[config.mk]
export PLATFORM = sky130hd
export DESIGN_NAME = eq_lock_tracker
export DESIGN_NICKNAME = d
export VERILOG_FILES = /design/src/rtl/eq_lock_pkg.sv /design/src/rtl/sat_counter.sv /design/src/rtl/eq_lock_tracker.sv
export SDC_FILE = /design/constraint.sdc
export NUM_CORES = 1
export LEC_CHECK = 0
export BUFFER_PORTS_ARGS = -buffer_cell sky130_fd_sc_hd__buf_4
export CAP_MARGIN = 20
export CORE_UTILIZATION = 45
export DETAILED_ROUTE_END_ITERATION = 10
export MAX_ROUTING_LAYER = met4
export PLACE_DENSITY = 0.73
export SLEW_MARGIN = 40
export SYNTH_ARGS = -nofsm -noshare
export SYNTH_HDL_FRONTEND = slang
export SYNTH_SLANG_ARGS = --single-unit
[constraint.sdc]
create_clock -name clk -period 2.4 [get_ports clk]
set_input_delay 0.6 -clock clk [delete_from_list [all_inputs] [get_ports clk]]
set_output_delay 0.6 -clock clk [all_outputs]
set_load 0.005 [all_outputs]
[src/rtl/eq_lock_pkg.sv]
// Shared types and default parameters for the comparator lock tracker.
package eq_lock_pkg;

    localparam int unsigned LOCK_CNT_DEF   = 4;
    localparam int unsigned UNLOCK_CNT_DEF = 3;
    localparam int unsigned CNT_W_DEF      = 16;

    typedef enum logic [1:0] {
        StSearch  = 2'd0,
        StAcquire = 2'd1,
        StLocked  = 2'd2,
        StHold    = 2'd3
    } lock_state_e;

endpackage

[src/rtl/sat_counter.sv]
// Saturating up-counter with synchronous clear; clear wins over increment.
module sat_counter #(
    parameter int unsigned CNT_W = 16
) (
    input  logic             clk_i,
    input  logic             rst_i,
    input  logic             inc_i,
    input  logic             clr_i,
    output logic [CNT_W-1:0] count_o
);

    logic [CNT_W-1:0] count_d, count_q;

    always_comb begin
        count_d = count_q;
        if (clr_i) begin
            count_d = '0;
        end else if (inc_i && (count_q != {CNT_W{1'b1}})) begin
            count_d = count_q + CNT_W'(1);
        end
    end

    always_ff @(posedge clk_i) begin
        if (rst_i) begin
            count_q <= '0;
        end else begin
            count_q <= count_d;
        end
    end

    assign count_o = count_q;

endmodule

[src/rtl/eq_lock_tracker.sv]
// Lock/unlock hysteresis over qualified comparator samples, with saturating
// run-length and match/mismatch statistics.
module eq_lock_tracker
    import eq_lock_pkg::*;
#(
    parameter int unsigned LOCK_CNT   = LOCK_CNT_DEF,
    parameter int unsigned UNLOCK_CNT = UNLOCK_CNT_DEF,
    parameter int unsigned CNT_W      = CNT_W_DEF
) (
    input  logic             clk,
    input  logic             rst,
    input  logic             in_valid,
    input  logic             eq,
    input  logic             clear,
    output logic             locked,
    output logic             lock_event,
    output logic             unlock_event,
    output logic [1:0]       state,
    output logic [CNT_W-1:0] run_len,
    output logic [CNT_W-1:0] match_total,
    output logic [CNT_W-1:0] mismatch_total
);

    localparam logic [CNT_W-1:0] LockCntW   = CNT_W'(LOCK_CNT);
    localparam logic [CNT_W-1:0] UnlockCntW = CNT_W'(UNLOCK_CNT);

    lock_state_e      state_d, state_q;
    logic [CNT_W-1:0] miss_d, miss_q;
    logic             locked_d, locked_q;
    logic             lock_event_d, lock_event_q;
    logic             unlock_event_d, unlock_event_q;

    logic             sample_hit, sample_miss;
    logic [CNT_W-1:0] run_inc, miss_inc;
    logic             hit_lock, hit_unlock;

    assign sample_hit  = in_valid & eq;
    assign sample_miss = in_valid & ~eq;

    // Lock decision looks at the run length this sample will produce.
    assign run_inc    = (run_len == {CNT_W{1'b1}}) ? run_len : run_len + CNT_W'(1);
    assign miss_inc   = miss_q + CNT_W'(1);
    assign hit_lock   = (run_inc == LockCntW);
    assign hit_unlock = (miss_inc == UnlockCntW);

    always_comb begin
        state_d        = state_q;
        miss_d         = miss_q;
        lock_event_d   = 1'b0;
        unlock_event_d = 1'b0;
        if (in_valid) begin
            unique case (state_q)
                StSearch: begin
                    if (eq) begin
                        if (hit_lock) begin
                            state_d      = StLocked;
                            lock_event_d = 1'b1;
                        end else begin
                            state_d = StAcquire;
                        end
                    end
                end
                StAcquire: begin
                    if (!eq) begin
                        state_d = StSearch;
                    end else if (hit_lock) begin
                        state_d      = StLocked;
                        lock_event_d = 1'b1;
                    end
                end
                StLocked: begin
                    if (!eq) begin
                        if (hit_unlock) begin
                            state_d        = StSearch;
                            unlock_event_d = 1'b1;
                            miss_d         = '0;
                        end else begin
                            state_d = StHold;
                            miss_d  = miss_inc;
                        end
                    end
                end
                StHold: begin
                    if (eq) begin
                        state_d = StLocked;
                        miss_d  = '0;
                    end else if (hit_unlock) begin
                        state_d        = StSearch;
                        unlock_event_d = 1'b1;
                        miss_d         = '0;
                    end else begin
                        miss_d = miss_inc;
                    end
                end
                default: begin
                    state_d = StSearch;
                    miss_d  = '0;
                end
            endcase
        end
        locked_d = (state_d == StLocked) || (state_d == StHold);
    end

    always_ff @(posedge clk) begin
        if (rst) begin
            state_q        <= StSearch;
            miss_q         <= '0;
            locked_q       <= 1'b0;
            lock_event_q   <= 1'b0;
            unlock_event_q <= 1'b0;
        end else begin
            state_q        <= state_d;
            miss_q         <= miss_d;
            locked_q       <= locked_d;
            lock_event_q   <= lock_event_d;
            unlock_event_q <= unlock_event_d;
        end
    end

    assign state        = state_q;
    assign locked       = locked_q;
    assign lock_event   = lock_event_q;
    assign unlock_event = unlock_event_q;

    // A valid mismatch breaks the streak, so it acts as the run-length clear.
    sat_counter #(
        .CNT_W (CNT_W)
    ) u_run_len (
        .clk_i   (clk),
        .rst_i   (rst),
        .inc_i   (sample_hit),
        .clr_i   (sample_miss),
        .count_o (run_len)
    );

    sat_counter #(
        .CNT_W (CNT_W)
    ) u_match_total (
        .clk_i   (clk),
        .rst_i   (rst),
        .inc_i   (sample_hit),
        .clr_i   (clear),
        .count_o (match_total)
    );

    sat_counter #(
        .CNT_W (CNT_W)
    ) u_mismatch_total (
        .clk_i   (clk),
        .rst_i   (rst),
        .inc_i   (sample_miss),
        .clr_i   (clear),
        .count_o (mismatch_total)
    );

endmodule

=== Word level (Yosys, flattened, before mapping) ===
Index checks and enable logic that the tools add are counted.

* Equality and inequality tests: 12
* Bitwise logic cells: 6
* Add/sub/neg operators: 4
* Reduce and logical (&&, ||, !) cells: 13
* Multiplexer cells: 17

{| class="wikitable"
|+ Operators by type and width
! kind !! count
|-
| adder 16 x 1 -> 16 bit (second input constant) || 4
|-
| two-way mux 16 bit || 4
|-
| inequality test 16 bit (second input constant) || 3
|-
| case mux 16 bit (2 select lines) || 1
|-
| two-way mux 2 bit || 9
|-
| equality test 16 bit (second input constant) || 1
|-
| equality test 16 x 2 -> 1 bit (second input constant) || 1
|-
| equality test 16 x 3 -> 1 bit (second input constant) || 1
|-
| equality test 2 bit (second input constant) || 4
|-
| case mux 2 bit (4 select lines) || 1
|-
| OR reduction 2 bit || 4
|-
| OR reduction 4 bit || 2
|-
| inverter 1 bit || 4
|-
| logical AND 1 bit || 3
|-
| AND reduction 3 bit || 1
|-
| AND 1 bit || 2
|-
| equality test 2 x 1 -> 1 bit (second input constant) || 1
|-
| logical NOT 2 bit || 1
|-
| two-way mux 1 bit || 2
|-
| inequality test 2 bit (second input constant) || 1
|-
| nonzero test 2 bit || 1
|-
| logical OR 1 bit || 1
|}

* Register bits: 69
* Logic and storage cells: 60
* Output and inout port bits: 53

=== Longest topological paths before layout ===
* Depth after elaboration: 9
* Depth in mapped cells: 8

=== Modules after synthesis ===
A second synthesis with hierarchy kept.

* Cells, all modules: 528
* Area, all modules: 4426.7 um^2

{| class="wikitable"
|+ By module, submodules not included
! module !! cells each !! times used !! area an instance (um^2)
|-
| sat_counter || 102 || 3 || 917.1
|-
| eq_lock_tracker || 222 || 1 || 1675.4
|}

=== Worst setup path before layout ===
Ideal clock, no wire load.

* Path kind: register -> register
* From: register miss_q[1]
* To: register miss_q[7]
* Clock period less this slack: 2.462 ns
* Path buffers: 0
* Arrival time: 2.340 ns
* Library setup time: 0.122 ns
* Cell stages (with the launch flop): 8
* Required time: 2.278 ns
* Slack: -0.062 ns
* Cells stage by stage: dfxtp_1 > ha_1 > nand3_2 > or4_4 > a221oi_2 > o2111ai_2 > o211a_1 > a221o_1

* Word-level cells in the longest chain between the ends: 5
* Elaborated cells on any way between the ends: 6
* Those cells by class: 1 x add/sub; 1 x eq/ne; 4 x mux

{| class="wikitable"
|+ RTL lines
! item !! line !! RTL
|-
| start, declared || eq_lock_tracker.sv:28 || <nowiki>logic [CNT_W-1:0] miss_d, miss_q;</nowiki>
|-
| start signal, assigned || eq_lock_tracker.sv:113 || <nowiki>miss_q <= miss_d;</nowiki>
|-
| adder 16 x 1 -> 16 bit * || eq_lock_tracker.sv:42 || <nowiki>assign miss_inc = miss_q + CNT_W'(1);</nowiki>
|-
| equality test 16 x 2 -> 1 bit || eq_lock_tracker.sv:44 || <nowiki>assign hit_unlock = (miss_inc == UnlockCntW);</nowiki>
|-
| two-way mux 16 bit * || eq_lock_tracker.sv:73, eq_lock_tracker.sv:87 ||
|-
| two-way mux 16 bit (on tied branches) || eq_lock_tracker.sv:84, eq_lock_tracker.sv:72 ||
|-
| case mux 16 bit (2 select lines) * || eq_lock_tracker.sv:52 || <nowiki>unique case (state_q)</nowiki>
|}

Every way passes the cells marked *; elsewhere a longest branch is shown, timed or not. The select of a mux whose other input is x is not followed.
A chain may end at the register's enable or synchronous reset.

=== Worst setup path after layout ===
Same ends and word-level chain as after synthesis.

==> out/results.tsv <==
stage	metric	value	unit
global_route	first-pass GRT wire length	14400	µm
global_route	global route total overflow	0	
final_layout	Final nets	525	
pwr	Worst VDD drop	0.271	mV
setup_path	WP data arrival	2540	ps
timing	final setup TNS	0	ps
floorplanning	die height	92.8	µm
floorplanning	Initial Util	47.3	%
synth	Yosys reg bits	69	
setup_path	Reg-to-Reg End	miss_q[7]	
pwr	pwr/cell area	485	nW/µm²
pwr	sw frac	24.4	%
synth	Synth async-reset ratio	0	%
setup_path	critical path capture point type	register	
routing	DR vias	3409	
clock_tree	Root Driver	clkbuf_8	
final_layout	# diodes	0	
timing	Hold WS	508	ps
min_path	Hold WC Path Type	reg2reg	
synth	cell count after synthesis	453	
min_path	Hold Path Sink	u_mismatch_total.count_o[12]	
synth	Synth warnings	0	
clock_tree	hold_buf cts	0	
clock_tree	Clock Latency Late Sink	360	ps
setup_path	Reg2Reg Launch Point	miss_q[1]	
timing	fmax	435	MHz
synth	Synthesized Nets	463	
synth	number of library cell types mapped by synthesis	58	
final_layout	most common cell after layout, fill and taps aside	buf_4	
timing	Worst-Margin Slew	688	ps
timing	crit share post-route	95.9	%
pwr	sequential share of power	52.6	%
setup_path	WP data required	2640	ps
pwr	P_int	1.65	mW
final_layout	commonest cells after routing, fill and taps aside	76 x buf_4, 68 x nor2_1, 68 x dfxtp_1	
timing	final setup vio count	0	
clock_tree	setup repair bufs after CTS	0	
routing	DR DRC count	0	
global_route	number of global-route vias before repair	3167	
placed_design	port bufs	57	
pwr	logic gate share of total power	3.4	%
timing	clk_skew	7.37	ps
clock_tree	H-Tree Depth	3	
routing	Routed Antenna Nets	0	
floorplanning	die width	92.8	µm
floorplanning	Die Area	8620	µm²
min_path	start point of the worst hold path	u_mismatch_total.count_o[12]	
setup_path	kind of critical path	reg2reg	
routing	drt first-iter violations	109	
routing	Pre-Repair DR Iteration Count	4	
timing	final hold violation count	0	
timing	count of pins over their slew limit	0	
routing	Vias/cell	5.48	
global_route	GRT Overall Usage	21.2	%
floorplanning	# rows	32	
clock_tree	CTS Buf Count	9	
pwr	Switch Pwr	0.533	mW
synth	Post-synth EDFFs	0	
setup_path	flop-to-flop setup slack	100	ps
synth	Synth Cell Area	3710	µm²
synth	top_reg_cell synth	dfxtp_1	
job	max-cap violations	0	
clock_tree	Worst-path clk slew	80	ps
setup_path	Worst Reg-to-Reg Cells	7	
floorplanning	IO Pins	58	
pwr	clock power share	44.0	%
clock_tree	Sink Count	69	
routing	final wirelength	8500	µm
timing	post-layout minimum cycle time	2300	ps
final_layout	utilization after layout	57.4	%
synth	syn avg cell area	8.19	µm²
pwr	Pleak	1.70	nW
floorplanning	Core Footprint	7850	µm²
min_path	worst hold path stage count	2	
clock_tree	CTS tree	done	
placed_design	GP Congestion	0.882	
clock_tree	clk buf depth	2	
final_layout	Layout area overhead	21.3	%
global_route	largest net degree at the start of global routing	33	
pwr	total power	2.19	mW
routing	drt wl/cell	13.7	µm
timing	Worst slew margin	53.9	%
timing	unrepaired setup endpoints after global routing	false	
final_layout	share of layout cells above drive strength 1	21.7	%
global_route	antenna violations before repair	0	
synth	sequential element share of the synthesized area	37.2	%
setup_path	CP Max Fanout	7	
placed_design	DP HPWL	5950	µm
setup_path	Startpoint Class	register	
outcome	status	complete, no violations	
==> worst max path at each step <==
stage	from	end	slack, ps	cells after the start
floorplan	miss_q[0]	miss_q[7]	10	7
global placement	eq	u_mismatch_total.count_o[10]	50	7
detailed placement	eq	u_mismatch_total.count_o[10]	50	7
CTS	miss_q[1]	miss_q[7]	30	7
global route	miss_q[0]	miss_q[7]	10	7
finish	miss_q[1]	miss_q[7]	100	7
==> metrics by stage <==
stage / cells / setup WS [ps] / instance area, µm²
after CTS: 622 / 32.9 / 4490
final: 622 / 99.0 / 4500
after global routing: 622 / 10.3 / 4500
after detailed placement: 606 / 45.7 / 4290
after floorplan: 453 / 10.5 / 3720
after global placement: 606 / 53.1 / 4290
==> registers in the layout (all words and copies together), names as in the netlist <==
signal,cells
u_run_len.count_o,16
unlock_event,1
state,2
miss_q,16
u_mismatch_total.count_o,16
u_match_total.count_o,16
locked,1
lock_event,1
==> synth_stat cells (3+ instances only) <==
cell	instances	share of area, %
nor4b_1	4	0.94
nand4_1	19	3.2
a211o_1	4	0.94
nor3_1	19	2.6
and4_1	6	1.4
xor2_1	25	5.9
or3_1	4	0.67
o21ai_0	7	0.94
a21oi_1	14	1.9
o211ai_1	3	0.61
a311oi_1	3	0.71
ha_1	5	1.7
clkbuf_1	18	1.8
nand3_1	18	2.4
xnor2_1	25	5.9
nor4_1	14	2.4
a31oi_1	5	0.84
or2_2	5	0.84
nor2_1	68	6.9
a211oi_1	5	1.0
and3_1	7	1.2
nand2_1	36	3.6
nor3b_1	4	0.81
mux2i_1	6	1.6
inv_1	20	2.0
dfxtp_1	69	37
==> area by class of cell <==
type                    count  area, µm²
well taps                 102        128
clock inverters             7       75.1
repair buffers             76        571
inverters                  20       75.1
flip-flops and latches     69       1390
fillers                   740       3340
clock buffers               9        124
multi-input cells         339       2150
==> worst max-delay path: stages (launching register included) <==
cell and delay (ps):
dfxtp_4 390, ha_4 170, nand3_4 90, or4_4 530, a221oi_2 280, o2111ai_2 160
o211a_1 260, a221o_1 310
==> what timing repair did <==
action / 4_1_cts / 5_1_grt
endpoints found under the setup margin: 0 / 3
hold endpoints to repair: 0 / 0
resized for setup: 0 / 2
==> per-layer routing <==
| metal | part of all wire, % | track usage (%) | vias up | routed length (µm) |
|---|---|---|---|---|
| li1 | - | - | 1722 | - |
| met1 | 47 | 25.7 | 1615 | 4000 |
| met2 | 48 | 34.7 | 57 | 4080 |
| met3 | 2.9 | 4.84 | 15 | 246 |
| met4 | 2.0 | 7.31 | 0 | 174 |
| met5 | 0 | - | - | 0 |
==> power groups by stage <==
stage | sequential, mW | clock [mW] | combinational (mW)
3_5_place_dp | 1.18 | 0 | 0.0745
6_report | 1.15 | 0.962 | 0.0746
3_3_place_gp | 1.18 | 0 | 0.0736
2_1_floorplan | 1.18 | 0 | 0.0440
4_1_cts | 1.15 | 0.985 | 0.0747
5_1_grt | 1.15 | 1.03 | 0.0819
==> cell families (layout without fill, tap and decap cells) <==
logic type | count (synthesis) | in the layout | share of synthesized area [%]
and+or+nand+nor | 219 | 219 | 30.4
DFF | 69 | 69 | 37.2
AOI/OAI and AO/OA | 58 | 58 | 11.5
xor gates and xnor gates | 50 | 50 | 11.8
buffers and inverters | 45 | 112 | 5.49
muxes | 7 | 7 | 1.92
adders and majority gates | 5 | 5 | 1.69
No activity file was read; power rests on OpenSTA's default activity.
